### src/rtl/gallery_pkg.sv
// Shared types and defaults for the gallery navigation controller.
package gallery_pkg;

  typedef enum logic [1:0] {
    StIdle,
    StSeekFwd,
    StSeekBwd,
    StEmpty
  } gallery_state_t;

  localparam int unsigned GALLERY_NUM_IMAGES = 4;

endpackage

### src/rtl/gallery_probe_step.sv
// Combinational next-probe step: direction, modulo-NUM_IMAGES wrap, boundary stop and
// seek-start detection. Boundary behaviour depends on GALLERY_WRAP_EN.
module gallery_probe_step #(
  parameter int unsigned NUM_IMAGES = 4,
  parameter int unsigned IDX_W      = $clog2(NUM_IMAGES)
) (
  input  logic [IDX_W-1:0] probe_i,
  input  logic [IDX_W-1:0] start_i,
  input  logic             fwd_i,
  input  logic             force_wrap_i,
  output logic [IDX_W-1:0] next_o,
  output logic             stop_o,
  output logic             at_start_o
);

`ifdef GALLERY_WRAP_EN
  localparam bit WrapAll = 1'b1;
`else
  localparam bit WrapAll = 1'b0;
`endif

  localparam logic [IDX_W-1:0] LastIdx = IDX_W'(NUM_IMAGES - 1);

  logic crossing;

  always_comb begin
    next_o   = '0;
    crossing = 1'b0;
    if (fwd_i) begin
      crossing = (probe_i == LastIdx);
      next_o   = crossing ? '0 : probe_i + 1'b1;
    end else begin
      crossing = (probe_i == '0);
      next_o   = crossing ? LastIdx : probe_i - 1'b1;
    end
  end

  // Post-delete seeks always wrap so they land on a survivor.
  assign stop_o     = crossing & ~(WrapAll | force_wrap_i);
  assign at_start_o = (next_o == start_i);

endmodule

### src/rtl/gallery_nav.sv
// Gallery navigation controller: owns the displayed index and per-slot alive mask.
// Optional macro GALLERY_WRAP_EN makes next/prev wrap around the ends.
module gallery_nav
  import gallery_pkg::*;
#(
  parameter int unsigned NUM_IMAGES = GALLERY_NUM_IMAGES,
  parameter int unsigned IDX_W      = $clog2(NUM_IMAGES)
) (
  input  logic                  clk,
  input  logic                  reset_n,
  input  logic                  next_pulse,
  input  logic                  prev_pulse,
  input  logic                  delete_pulse,
  input  logic                  restore_pulse,
  output logic [IDX_W-1:0]      image_index,
  output logic                  image_valid,
  output logic                  busy,
  output logic [NUM_IMAGES-1:0] alive_mask,
  output logic [IDX_W:0]        alive_count
);

  localparam logic [IDX_W:0] CountFull = (IDX_W + 1)'(NUM_IMAGES);
  localparam logic [IDX_W:0] CountOne  = (IDX_W + 1)'(1);

  gallery_state_t   state_q;
  logic [IDX_W-1:0] probe_q;
  logic             wrap_q;

  logic [IDX_W-1:0] step_probe;
  logic             step_fwd;
  logic             step_wrap;
  logic [IDX_W-1:0] step_next;
  logic             step_stop;
  logic             step_at_start;

  // In idle the stepper computes the first probe from the current index; while seeking
  // it advances the stored probe. The index never moves mid-seek, so it is the start.
  always_comb begin
    step_probe = image_index;
    step_fwd   = delete_pulse | next_pulse;
    step_wrap  = delete_pulse;
    if (state_q != StIdle) begin
      step_probe = probe_q;
      step_fwd   = (state_q == StSeekFwd);
      step_wrap  = wrap_q;
    end
  end

  gallery_probe_step #(
    .NUM_IMAGES (NUM_IMAGES),
    .IDX_W      (IDX_W)
  ) u_probe_step (
    .probe_i      (step_probe),
    .start_i      (image_index),
    .fwd_i        (step_fwd),
    .force_wrap_i (step_wrap),
    .next_o       (step_next),
    .stop_o       (step_stop),
    .at_start_o   (step_at_start)
  );

  always_ff @(posedge clk) begin
    if (!reset_n) begin
      state_q     <= StIdle;
      probe_q     <= '0;
      wrap_q      <= 1'b0;
      image_index <= '0;
      image_valid <= 1'b1;
      busy        <= 1'b0;
      alive_mask  <= '1;
      alive_count <= CountFull;
    end else if (restore_pulse) begin
      if (state_q == StEmpty) begin
        image_index <= '0;
      end
      state_q     <= StIdle;
      image_valid <= 1'b1;
      busy        <= 1'b0;
      alive_mask  <= '1;
      alive_count <= CountFull;
    end else begin
      unique case (state_q)
        StIdle: begin
          if (delete_pulse) begin
            alive_mask[image_index] <= 1'b0;
            alive_count             <= alive_count - 1'b1;
            if (alive_count == CountOne) begin
              state_q     <= StEmpty;
              image_valid <= 1'b0;
            end else begin
              probe_q <= step_next;
              wrap_q  <= 1'b1;
              busy    <= 1'b1;
              state_q <= StSeekFwd;
            end
          end else if ((next_pulse || prev_pulse) && !step_stop) begin
            probe_q <= step_next;
            wrap_q  <= 1'b0;
            busy    <= 1'b1;
            state_q <= next_pulse ? StSeekFwd : StSeekBwd;
          end
        end
        StSeekFwd, StSeekBwd: begin
          if (alive_mask[probe_q]) begin
            image_index <= probe_q;
            busy        <= 1'b0;
            state_q     <= StIdle;
          end else if (step_stop || step_at_start) begin
            busy    <= 1'b0;
            state_q <= StIdle;
          end else begin
            probe_q <= step_next;
          end
        end
        StEmpty: begin
          state_q <= StEmpty;
        end
        default: begin
          state_q <= StIdle;
        end
      endcase
    end
  end

endmodule

### config.mk
export PLATFORM = sky130hd
export DESIGN_NAME = gallery_nav
export DESIGN_NICKNAME = d
export VERILOG_FILES = /design/src/rtl/gallery_pkg.sv /design/src/rtl/gallery_probe_step.sv /design/src/rtl/gallery_nav.sv
export SDC_FILE = /design/constraint.sdc
export NUM_CORES = 1
export LEC_CHECK = 0
export BUFFER_PORTS_ARGS = -buffer_cell sky130_fd_sc_hd__buf_2
export CAP_MARGIN = 20
export CORE_MARGIN = 5
export CORE_UTILIZATION = 49
export DETAILED_ROUTE_END_ITERATION = 10
export GPL_TIMING_DRIVEN = 0
export PLACE_DENSITY = 0.73
export SYNTH_ARGS = -nofsm -noshare
export SYNTH_HDL_FRONTEND = slang
export SYNTH_SLANG_ARGS = --single-unit
### constraint.sdc
create_clock -name clk -period 3.1 [get_ports clk]
set_input_delay 0.31 -clock clk [delete_from_list [all_inputs] [get_ports clk]]
set_output_delay 0.31 -clock clk [all_outputs]
set_load 0.01 [all_outputs]
==> results by group, run 1 <==
Floorplan
  • Initial Util: 51.9%
  • Die width: 56.1 um
  • Full die area: 3140 um2
  • Row cnt: 16
  • Total core area: 2000 um2
  • Die H: 56.1 um
  • Top-level port count: 17

Clock network
  • Post-cts hold buffer count: 0
  • Max Buffers Root-to-Sink: 2
  • CTS clk-pin slew, worst paths: 0.10 ns
  • Total CTS buffers: 3
  • H-tree Lvls: 1
  • Setup bufs post-CTS: 0
  • TritonCTS sink count: 16
  • CTS tree: done
  • Worst-skew pair later-pin latency: 0.28 ns
  • CTS root buf: clkbuf_4

Drt
  • WL/cell: 14.1 um
  • DRT antenna net count: 0
  • Post-route DRC: 0
  • DR vias/cell: 5.56
  • Final wirelength: 2390 um
  • Via count: 940
  • Drt initial violations: 12
  • Pre-antenna DRT Iters: 4

Worst setup path
  • Critical Path Start: state_q[0]
  • Worst Path Required: 3.26 ns
  • WS Path Type: reg -> reg
  • Startpoint types: flip-flop
  • RR Startpoint: state_q[0]
  • Critical Path AT: 3.03 ns
  • CP endpoint kind: flip-flop
  • Worst Path Max Fanout: 10

Logic synthesis
  • Post-synth net total: 137
  • Ys Warns: 0
  • Main synth FF type: dfxtp_1
  • Post-Synthesis Cells: 123
  • Avg Cell Area, Syn: 8.45 um2
  • Register area share after synthesis: 30.8%
  • Post-synth EDFFs: 0
  • Synth Register Bits: 16
  • Synthesized cell area: 1040 um2
  • Post-synth cell types: 38
  • Ys async rst share: 0%

Timing
  • Period utilisation layout: 92.6%
  • RSZ-0062 raised after global routing: false
  • Total negative slack: 0 ns
  • Worst Slack Setup Final: 0.230 ns
  • Final hold viol count: 0
  • Rel. slew slack: 66.7%
  • Fmax: 0.348 GHz
  • Slew Viols, Final: 0
  • Final setup viols: 0
  • Clock Skews: 0.00842 ns
  • Fin crit period: 2.87 ns
  • Slew of the pin with the lowest slew margin: 0.500 ns

Global routing
  • GR Layer Usage met2: 27.7%
  • Grt met3 use: 3.02%
  • Initial antenna violation count: 0
  • Remaining global-route overflow: 0
  • Global routing met1 resource utilization: 20.7%
  • GR Util All Layers: 16.0%
  • Grt peak-use layer: met2
  • Number of global-route vias before repair: 958
  • First-pass GRT wire length: 4200 um
  • Maximum number of pins on one net before global-route repair: 11

Power and ir drop
  • Maximum vdd drop: 0.271 mV
  • PD cells: 443 nW/um2
  • Lkg Pwr: 0.499 nW

Cells and area
  • Layout cell share with drive strength beyond 1: 18.3%
  • Cell Count, Final, Fillers Out: 169
  • Nets: 157
  • Layout area overhead: 16.8%
  • Diode count: 0

Placed design
  • GP Congestion: 0.757
  • Pre-CTS WS: -0.268 ns
  • Placed Cells: 166
  • Port Buf Inserts: 16
  • Post-DP HPWL: 1840 um

Status
  • Outcome: finished, final reports clean

Flow run
  • MaxCap Viol Count: 0

Hold path
  • Hold_sp: reset_n
  • Min-delay worst type: in -> reg
-- path summary, 6_finish.rpt --
check	depth (start not counted)	slack, ns	to
max	11	0.23	probe_q[0]
min	3	0.35	probe_q[0]
max reg2reg	11	0.23	probe_q[0]
min reg2reg	2	0.47	image_valid
-- synthesized netlist by cell type, drive strengths merged, types with 3 or more instances --
| cell type | number | area [um2] |
|---|---|---|
| o31ai | 3 | 22.5 |
| clkbuf | 5 | 18.8 |
| ha | 8 | 100 |
| nor2 | 7 | 26.3 |
| a21oi | 4 | 20.0 |
| inv | 12 | 45.0 |
| o41ai | 3 | 26.3 |
| dfxtp | 16 | 320 |
| or3 | 3 | 18.8 |
| nand3 | 3 | 15.0 |
| nor2b | 4 | 25.0 |
| o21ai | 6 | 30.0 |
| nand3b | 3 | 22.5 |
| nand2 | 15 | 56.3 |
| mux2i | 5 | 50.1 |
-- power breakdown --
part / switching [W] / internal [W] / total [W] / leakage, nW
Sequential: 0.0000164 / 0.000219 / 0.000236 / 0.131
Combinational: 0.0000908 / 0.0000760 / 0.000167 / 0.347
Clock: 0.0000646 / 0.0000714 / 0.000136 / 0.0210
Total: 0.000172 / 0.000367 / 0.000539 / 0.499
-- per-stage QoR --
step | power (W) | cell area (um2) | util [%] | hold slack, ns
floorplan | 0.000354 | 1040 | - | 0.436
global placement | 0.000387 | 1150 | 57.6 | 0.449
detailed placement | 0.000393 | 1150 | 57.6 | 0.448
CTS | 0.000532 | 1190 | 59.6 | 0.341
global route | 0.000576 | 1210 | 60.7 | 0.359
finish | 0.000539 | 1210 | 60.7 | 0.345
-- critical path, stage by stage, from the launching register on --
cell      delay [ns]
dfxtp_1         0.35
inv_1           0.13
ha_4            0.19
buf_4           0.20
mux2i_4         0.28
inv_1           0.07
ha_1            0.33
xnor3_1         0.30
nor3_1          0.06
a2111o_1        0.44
o311ai_1        0.28
o41ai_1         0.12
-- layout by cell type, fill, tap and decap left out, types with 3 or more instances in the layout --
cell / synthesis / layout
a21oi_1: 4 / 4
clkbuf_4: 0 / 3
mux2i_1: 5 / 4
nor2b_1: 4 / 4
or3_1: 3 / 3
nand3b_1: 3 / 3
dfxtp_1: 16 / 16
nand2_1: 15 / 15
o31ai_1: 3 / 3
ha_1: 8 / 7
o21ai_1: 4 / 4
nor2_1: 7 / 7
nand3_1: 3 / 3
buf_2: 0 / 16
o41ai_1: 3 / 3
inv_1: 12 / 12
clkbuf_1: 5 / 3
-- final cells by class --
class	instances	area, um2
flip-flops and latches	16	320
multi-input cells	90	681
repair buffers	16	80.1
inverters	12	45.0
well taps	27	33.8
plain buffers	4	18.8
fillers	194	787
clock buffers	4	36.3
-- sequential cells by signal (all words and copies together) (netlist names) --
name         flops
wrap_q           1
alive_mask       4
image_valid      1
probe_q          2
image_index      2
state_q          2
busy             1
alive_count      3
-- layer usage --
metal  share of wire, %  routed length [um]  vias up
met5                  0                   0        -
met3                2.9                  70        2
li1                   -                   -      476
met2                 49                1180       14
met4               0.54                  13        0
met1                 47                1130      448
-- timing repair --
item	in CTS	in global routing
resized for setup	3	4
gates cloned	0	0
endpoints found under the setup margin	5	5
hold endpoints to repair	0	0
-- cell families after synthesis --
family          synth area share, %
mux                            6.98
xor+xnor                       4.69
compound gates                 20.9
fa+ha+maj                      9.63
flops                          30.8
simple gates                   20.8
buf+inv                        6.14
(Power assumes the default switching activity.)
==> run 2, diff against run 1 <==
--- a/config.mk
+++ b/config.mk
@@ -8,10 +8,10 @@
 export BUFFER_PORTS_ARGS = -buffer_cell sky130_fd_sc_hd__buf_2
 export CAP_MARGIN = 20
 export CORE_MARGIN = 5
-export CORE_UTILIZATION = 49
+export CORE_UTILIZATION = 30
 export DETAILED_ROUTE_END_ITERATION = 10
 export GPL_TIMING_DRIVEN = 0
-export PLACE_DENSITY = 0.73
+export PLACE_DENSITY = 0.48
 export SYNTH_ARGS = -nofsm -noshare
 export SYNTH_HDL_FRONTEND = slang
 export SYNTH_SLANG_ARGS = --single-unit
==> run 2 against run 1 <==
- clock power about the same
- register-to-register slack hardly changed
- global-route usage is 4.2 points lower
- critical path type unchanged
==> results by group, run 2 (synthesis results as in run 1) <==
Drt
  • Pre-antenna DRT Iters: 4
  • Post-route DRC: 0
  • Drt initial violations: 25
  • WL/cell: 13.3 um
  • DR vias/cell: 4.93
  • Via count: 926
  • DRT antenna net count: 0
  • Final wirelength: 2500 um

Cells and area
  • Reg with most FFs: alive_mask
  • Layout area overhead: 19.1%
  • Biggest regs: alive_mask x4, alive_count x3
  • Diode count: 0
  • Max reg flops: 4
  • Most frequent cells in the layout: dfxtp_1, buf_2, nand2_1
  • Nets: 157
  • Cell Count, Final, Fillers Out: 188
  • Layout cell share with drive strength beyond 1: 18.3%

Timing
  • Fin crit period: 2.88 ns
  • Period utilisation layout: 92.9%
  • Final hold viol count: 0
  • Fmax: 0.347 GHz
  • Final setup viols: 0
  • Clock Skews: 0.00483 ns
  • Rel. slew slack: 68.0%
  • RSZ-0062 raised after global routing: false
  • Slew Viols, Final: 0
  • Total negative slack: 0 ns
  • Slew of the pin with the lowest slew margin: 0.480 ns

Clock network
  • CTS tree: done
  • H-tree Lvls: 1
  • TritonCTS sink count: 16
  • Setup bufs post-CTS: 0
  • Post-cts hold buffer count: 0
  • CTS root buf: clkbuf_4
  • Total CTS buffers: 3
  • CTS clk-pin slew, worst paths: 0.10 ns
  • Max Buffers Root-to-Sink: 2
  • Worst-skew pair later-pin latency: 0.28 ns

Power and ir drop
  • PD cells: 436 nW/um2
  • Lkg Pwr: 0.499 nW
  • Maximum vdd drop: 0.197 mV

Worst setup path
  • WS Path Type: reg -> reg
  • Worst Path Required: 3.26 ns
  • CP endpoint kind: flip-flop
  • Startpoint types: flip-flop
  • Worst Path Max Fanout: 10
  • Critical Path AT: 3.04 ns

Placed design
  • Post-DP HPWL: 2000 um
  • Port Buf Inserts: 16
  • Placed Cells: 185
  • GP Congestion: 0.782

Status
  • Outcome: finished, final reports clean

Global routing
  • Remaining global-route overflow: 0
  • Number of global-route vias before repair: 976
  • First-pass GRT wire length: 4290 um
  • Initial antenna violation count: 0
  • GR Util All Layers: 11.9%
  • Maximum number of pins on one net before global-route repair: 11

Floorplan
  • Full die area: 4740 um2
  • Die width: 68.9 um
  • Total core area: 3340 um2
  • Die H: 68.9 um
  • Top-level port count: 17
  • Initial Util: 31.2%
  • Row cnt: 21

Flow run
  • MaxCap Viol Count: 0

Hold path
  • Min-delay worst type: in -> reg
-- run 2: cell counts in the layout (fill, tap and decap cells not counted) --
Identical to the previous run, type by type.
-- run 2: power breakdown --
group,internal [W],leakage [nW],switching [W]
Sequential,0.000219,0.131,0.0000168
Clock,0.0000714,0.0210,0.0000656
Combinational,0.0000763,0.347,0.0000908
Total,0.000367,0.499,0.000173
-- run 2: what timing repair did --
| action | CTS | global route |
|---|---|---|
| gates resized for setup | 3 | 4 |
| endpoints found under the setup margin | 5 | 5 |
| pin swaps | 0 | 0 |
-- run 2: cell type report --
| type | instances | area [um2] |
|---|---|---|
| buffer | 4 | 18.8 |
| tap | 46 | 57.6 |
| multi-input combinational | 90 | 681 |
| sequential | 16 | 320 |
| timing repair buffer | 16 | 80.1 |
| fill | 369 | 2100 |
| inverter | 12 | 45.0 |
| clock buffer | 4 | 36.3 |
-- run 2: path summary, 6_finish.rpt --
path,startpoint,slack (ns),cells after the start,to
hold reg to reg,image_valid,0.48,2,image_valid
setup reg to reg,state_q[0],0.22,11,probe_q[1]
setup / recovery,state_q[0],0.22,11,probe_q[1]
hold / removal,reset_n,0.35,3,probe_q[0]
-- run 2: metrics by stage --
step	worst slack, ns	instance area [um2]	total power [W]	utilization, %	hold WS [ns]
2_1_floorplan	0.145	1040	0.000354	-	0.436
3_3_place_gp	-0.241	1180	0.000393	35.3	0.457
3_5_place_dp	-0.348	1180	0.000397	35.3	0.465
4_1_cts	0.00197	1220	0.000538	36.5	0.340
5_1_grt	0.0322	1240	0.000575	37.1	0.358
6_report	0.220	1240	0.000540	37.1	0.349
-- run 2: worst max-delay path, cell delays in order (launching register included) --
cell      delay (ns)
dfxtp_1         0.36
inv_1           0.13
ha_4            0.19
buf_4           0.20
mux2i_4         0.27
inv_1           0.06
ha_1            0.33
xnor3_1         0.29
nor3_1          0.06
a2111o_1        0.44
o311ai_1        0.30
o41ai_1         0.12
-- run 2: layer usage --
layer  GRT usage [%]  vias up  routed length (um)
met4            4.38        0                  15
met2            19.2       14                1150
met3            1.46        2                  72
met5               0        -                   0
met1            16.1      431                1260
li1                -      479                   -
==> run 3, diff against run 2 <==
--- a/config.mk
+++ b/config.mk
@@ -11,7 +11,7 @@
 export CORE_UTILIZATION = 30
 export DETAILED_ROUTE_END_ITERATION = 10
 export GPL_TIMING_DRIVEN = 0
-export PLACE_DENSITY = 0.48
+export PLACE_DENSITY = 0.47
 export SYNTH_ARGS = -nofsm -noshare
 export SYNTH_HDL_FRONTEND = slang
 export SYNTH_SLANG_ARGS = --single-unit
==> constraint.sdc (replaced) <==
create_clock -name clk -period 3.3 [get_ports clk]
set_input_delay 0.33 -clock clk [delete_from_list [all_inputs] [get_ports clk]]
set_output_delay 0.33 -clock clk [all_outputs]
set_load 0.01 [all_outputs]
==> run 3 against run 2 <==
- total power shrank 13%
- combinational power shrank 10%
- sequential power shrank 6%
- wire length grew 1.7%
- core utilization shrank 1.0 points
- critical path depth is the same
- sequential share of layout area grew 0.75 points
- sequential cell count is the same
- fmax shrank 5.3%
- final area shrank 2.8%
- global-route usage grew 0.069 points
- non-clock buffer count is the same
==> results by group, run 3 (synthesis results as in run 1) <==
Cells and area
  • Most frequent cells in the layout: buf_2, dfxtp_1, nand2_1
  • Commonest non-fill, non-tap cell in the layout: buf_2
  • Nets: 157
  • Layout area overhead: 15.8%
  • Cell Count, Final, Fillers Out: 187
  • Biggest regs: alive_mask x4, alive_count x3
  • Diode count: 0
  • Reg with most FFs: alive_mask
  • Max reg flops: 4
  • Layout cell share with drive strength beyond 1: 17.7%
  • Post-route cell area: 1200 um2
  • Fillers: 379

Timing
  • Fmax: 0.329 GHz
  • Final hold viol count: 0
  • RSZ-0062 raised after global routing: false
  • Clock Skews: 0.00535 ns
  • Rel. slew slack: 66.7%
  • Fin crit period: 3.04 ns
  • Worst Slack Setup Final: 0.258 ns
  • Final setup viols: 0
  • Period utilisation layout: 92.2%
  • Slew of the pin with the lowest slew margin: 0.499 ns
  • Slew Viols, Final: 0

Worst setup path
  • CP peak stage delay: 0.44 ns
  • Startpoint types: flip-flop
  • Critical Path AT: 3.19 ns
  • Worst r2r dst: probe_q[0]
  • Top cell by count, worst path: inv_1
  • Cells on worst reg2reg path: 11
  • CP delay by family, top: compound AO/OA/AOI/OAI gates
  • Critical-path cell list: inv_1, ha_2, buf_2, mux2i_2, inv_1, ha_1, xnor3_1, nor3_1, a2111o_1, o311ai_1, o41ai_1
  • Worst Path Required: 3.45 ns
  • Worst Path Max Fanout: 10
  • WS Path Type: reg -> reg
  • Critical Path Start: state_q[1]
  • RR Startpoint: state_q[1]
  • CP Buf/Inv Count: 3
  • Slowest CP cell: a2111o_1
  • CP endpoint kind: flip-flop
  • Reg-to-reg slack, setup: 0.26 ns

Floorplan
  • Row cnt: 21
  • Die H: 68.9 um
  • Die width: 68.9 um
  • Top-level port count: 17
  • Full die area: 4740 um2
  • Total core area: 3340 um2
  • Initial Util: 31.2%

Hold path
  • Hold_sp: reset_n
  • Worst hold path stage count: 2
  • Min-delay worst type: in -> reg
  • Hold EP: wrap_q

Clock network
  • Post-cts hold buffer count: 0
  • Max Buffers Root-to-Sink: 2
  • H-tree Lvls: 1
  • TritonCTS sink count: 16
  • CTS tree: done
  • CTS clk-pin slew, worst paths: 0.09 ns
  • Worst-skew pair later-pin latency: 0.28 ns
  • CTS root buf: clkbuf_4
  • Setup bufs post-CTS: 0
  • Total CTS buffers: 3

Drt
  • DR WL met2: 1160 um
  • Highest Signal Layer: met4
  • Drt initial violations: 27
  • Pre-antenna DRT Iters: 4
  • DRT antenna net count: 0
  • Final wirelength: 2540 um
  • Via count: 930
  • Met1 WL: 1260 um
  • DR vias/cell: 4.97
  • WL/cell: 13.6 um
  • Post-route DRC: 0
  • WL met3: 71 um

Flow run
  • MaxCap Viol Count: 0

Power and ir drop
  • Maximum vdd drop: 0.192 mV
  • Lkg Pwr: 0.487 nW
  • PD cells: 392 nW/um2

Global routing
  • Initial antenna violation count: 0
  • GR Util All Layers: 11.9%
  • Remaining global-route overflow: 0
  • Number of global-route vias before repair: 899
  • Maximum number of pins on one net before global-route repair: 11
  • First-pass GRT wire length: 4200 um

Placed design
  • Placed cell areas: 1180 um2
  • Port Buf Inserts: 16
  • Post-DP HPWL: 1990 um
  • Placed Cells: 185
  • Pre-CTS WS: -0.126 ns
  • GP Congestion: 0.796

Status
  • Outcome: finished, final reports clean
==> run 3: cell count changes in the layout (fill, tap and decap cells not counted), sizes merged <==
cell,previous run,this run
clkbuf,7,6
==> run 3: worst register-to-register path, cell delays in order (launching register included) <==
cell,delay (ns)
dfxtp_1,0.34
inv_1,0.10
ha_2,0.27
buf_2,0.27
mux2i_2,0.33
inv_1,0.08
ha_1,0.33
xnor3_1,0.28
nor3_1,0.06
a2111o_1,0.44
o311ai_1,0.29
o41ai_1,0.13
==> run 3: how the worst max path moves through the flow <==
stage            endpoint  slack (ns)  cells past startpoint
2_1_floorplan  probe_q[0]        0.34                     12
3_3_place_gp   probe_q[1]       -0.06                     12
3_5_place_dp   probe_q[0]       -0.13                     12
4_1_cts        probe_q[0]       0.004                     11
5_1_grt        probe_q[0]       0.004                     11
6_report       probe_q[0]        0.26                     11
==> run 3: final cells by class <==
cell class / instances / area, um2 / area share (%)
multi-input cells: 90 / 662 / 55.0
clock buffers: 3 / 22.5 / 1.87
plain buffers: 4 / 16.3 / 1.35
well taps: 46 / 57.6 / 4.78
inverters: 12 / 45.0 / 3.74
repair buffers: 16 / 80.1 / 6.65
flip-flops and latches: 16 / 320 / 26.6
==> run 3: per-layer routing <==
| metal | track usage (%) | vias to the layer above |
|---|---|---|
| li1 | - | 479 |
| met3 | 1.94 | 5 |
| met4 | 6.33 | 0 |
| met5 | 0 | - |
| met2 | 18.6 | 14 |
| met1 | 15.7 | 432 |
==> run 3: repair_timing <==
| action | in CTS | in global routing |
|---|---|---|
| endpoints found under the setup margin | 4 | 5 |
| endpoints found under the hold margin | 0 | 0 |
| gates resized for setup | 1 | 3 |
| cloned | 0 | 0 |
==> run 3: through the flow <==
step           hold slack, ns  total power (W)  TNS [ns]  util, %
3_3_place_gp            0.455         0.000370    -0.157     35.3
6_report                0.384         0.000471         0     36.1
5_1_grt                 0.375         0.000505         0     36.1
3_5_place_dp            0.457         0.000372    -0.320     35.3
2_1_floorplan           0.436         0.000332         0        -
4_1_cts                 0.373         0.000475         0     36.0
==> run 3: where the power goes <==
group          total, W  internal, W  switching (W)
Clock          0.000101    0.0000423      0.0000589
Sequential     0.000221     0.000206      0.0000145
Combinational  0.000150    0.0000655      0.0000841
Total          0.000471     0.000314       0.000157
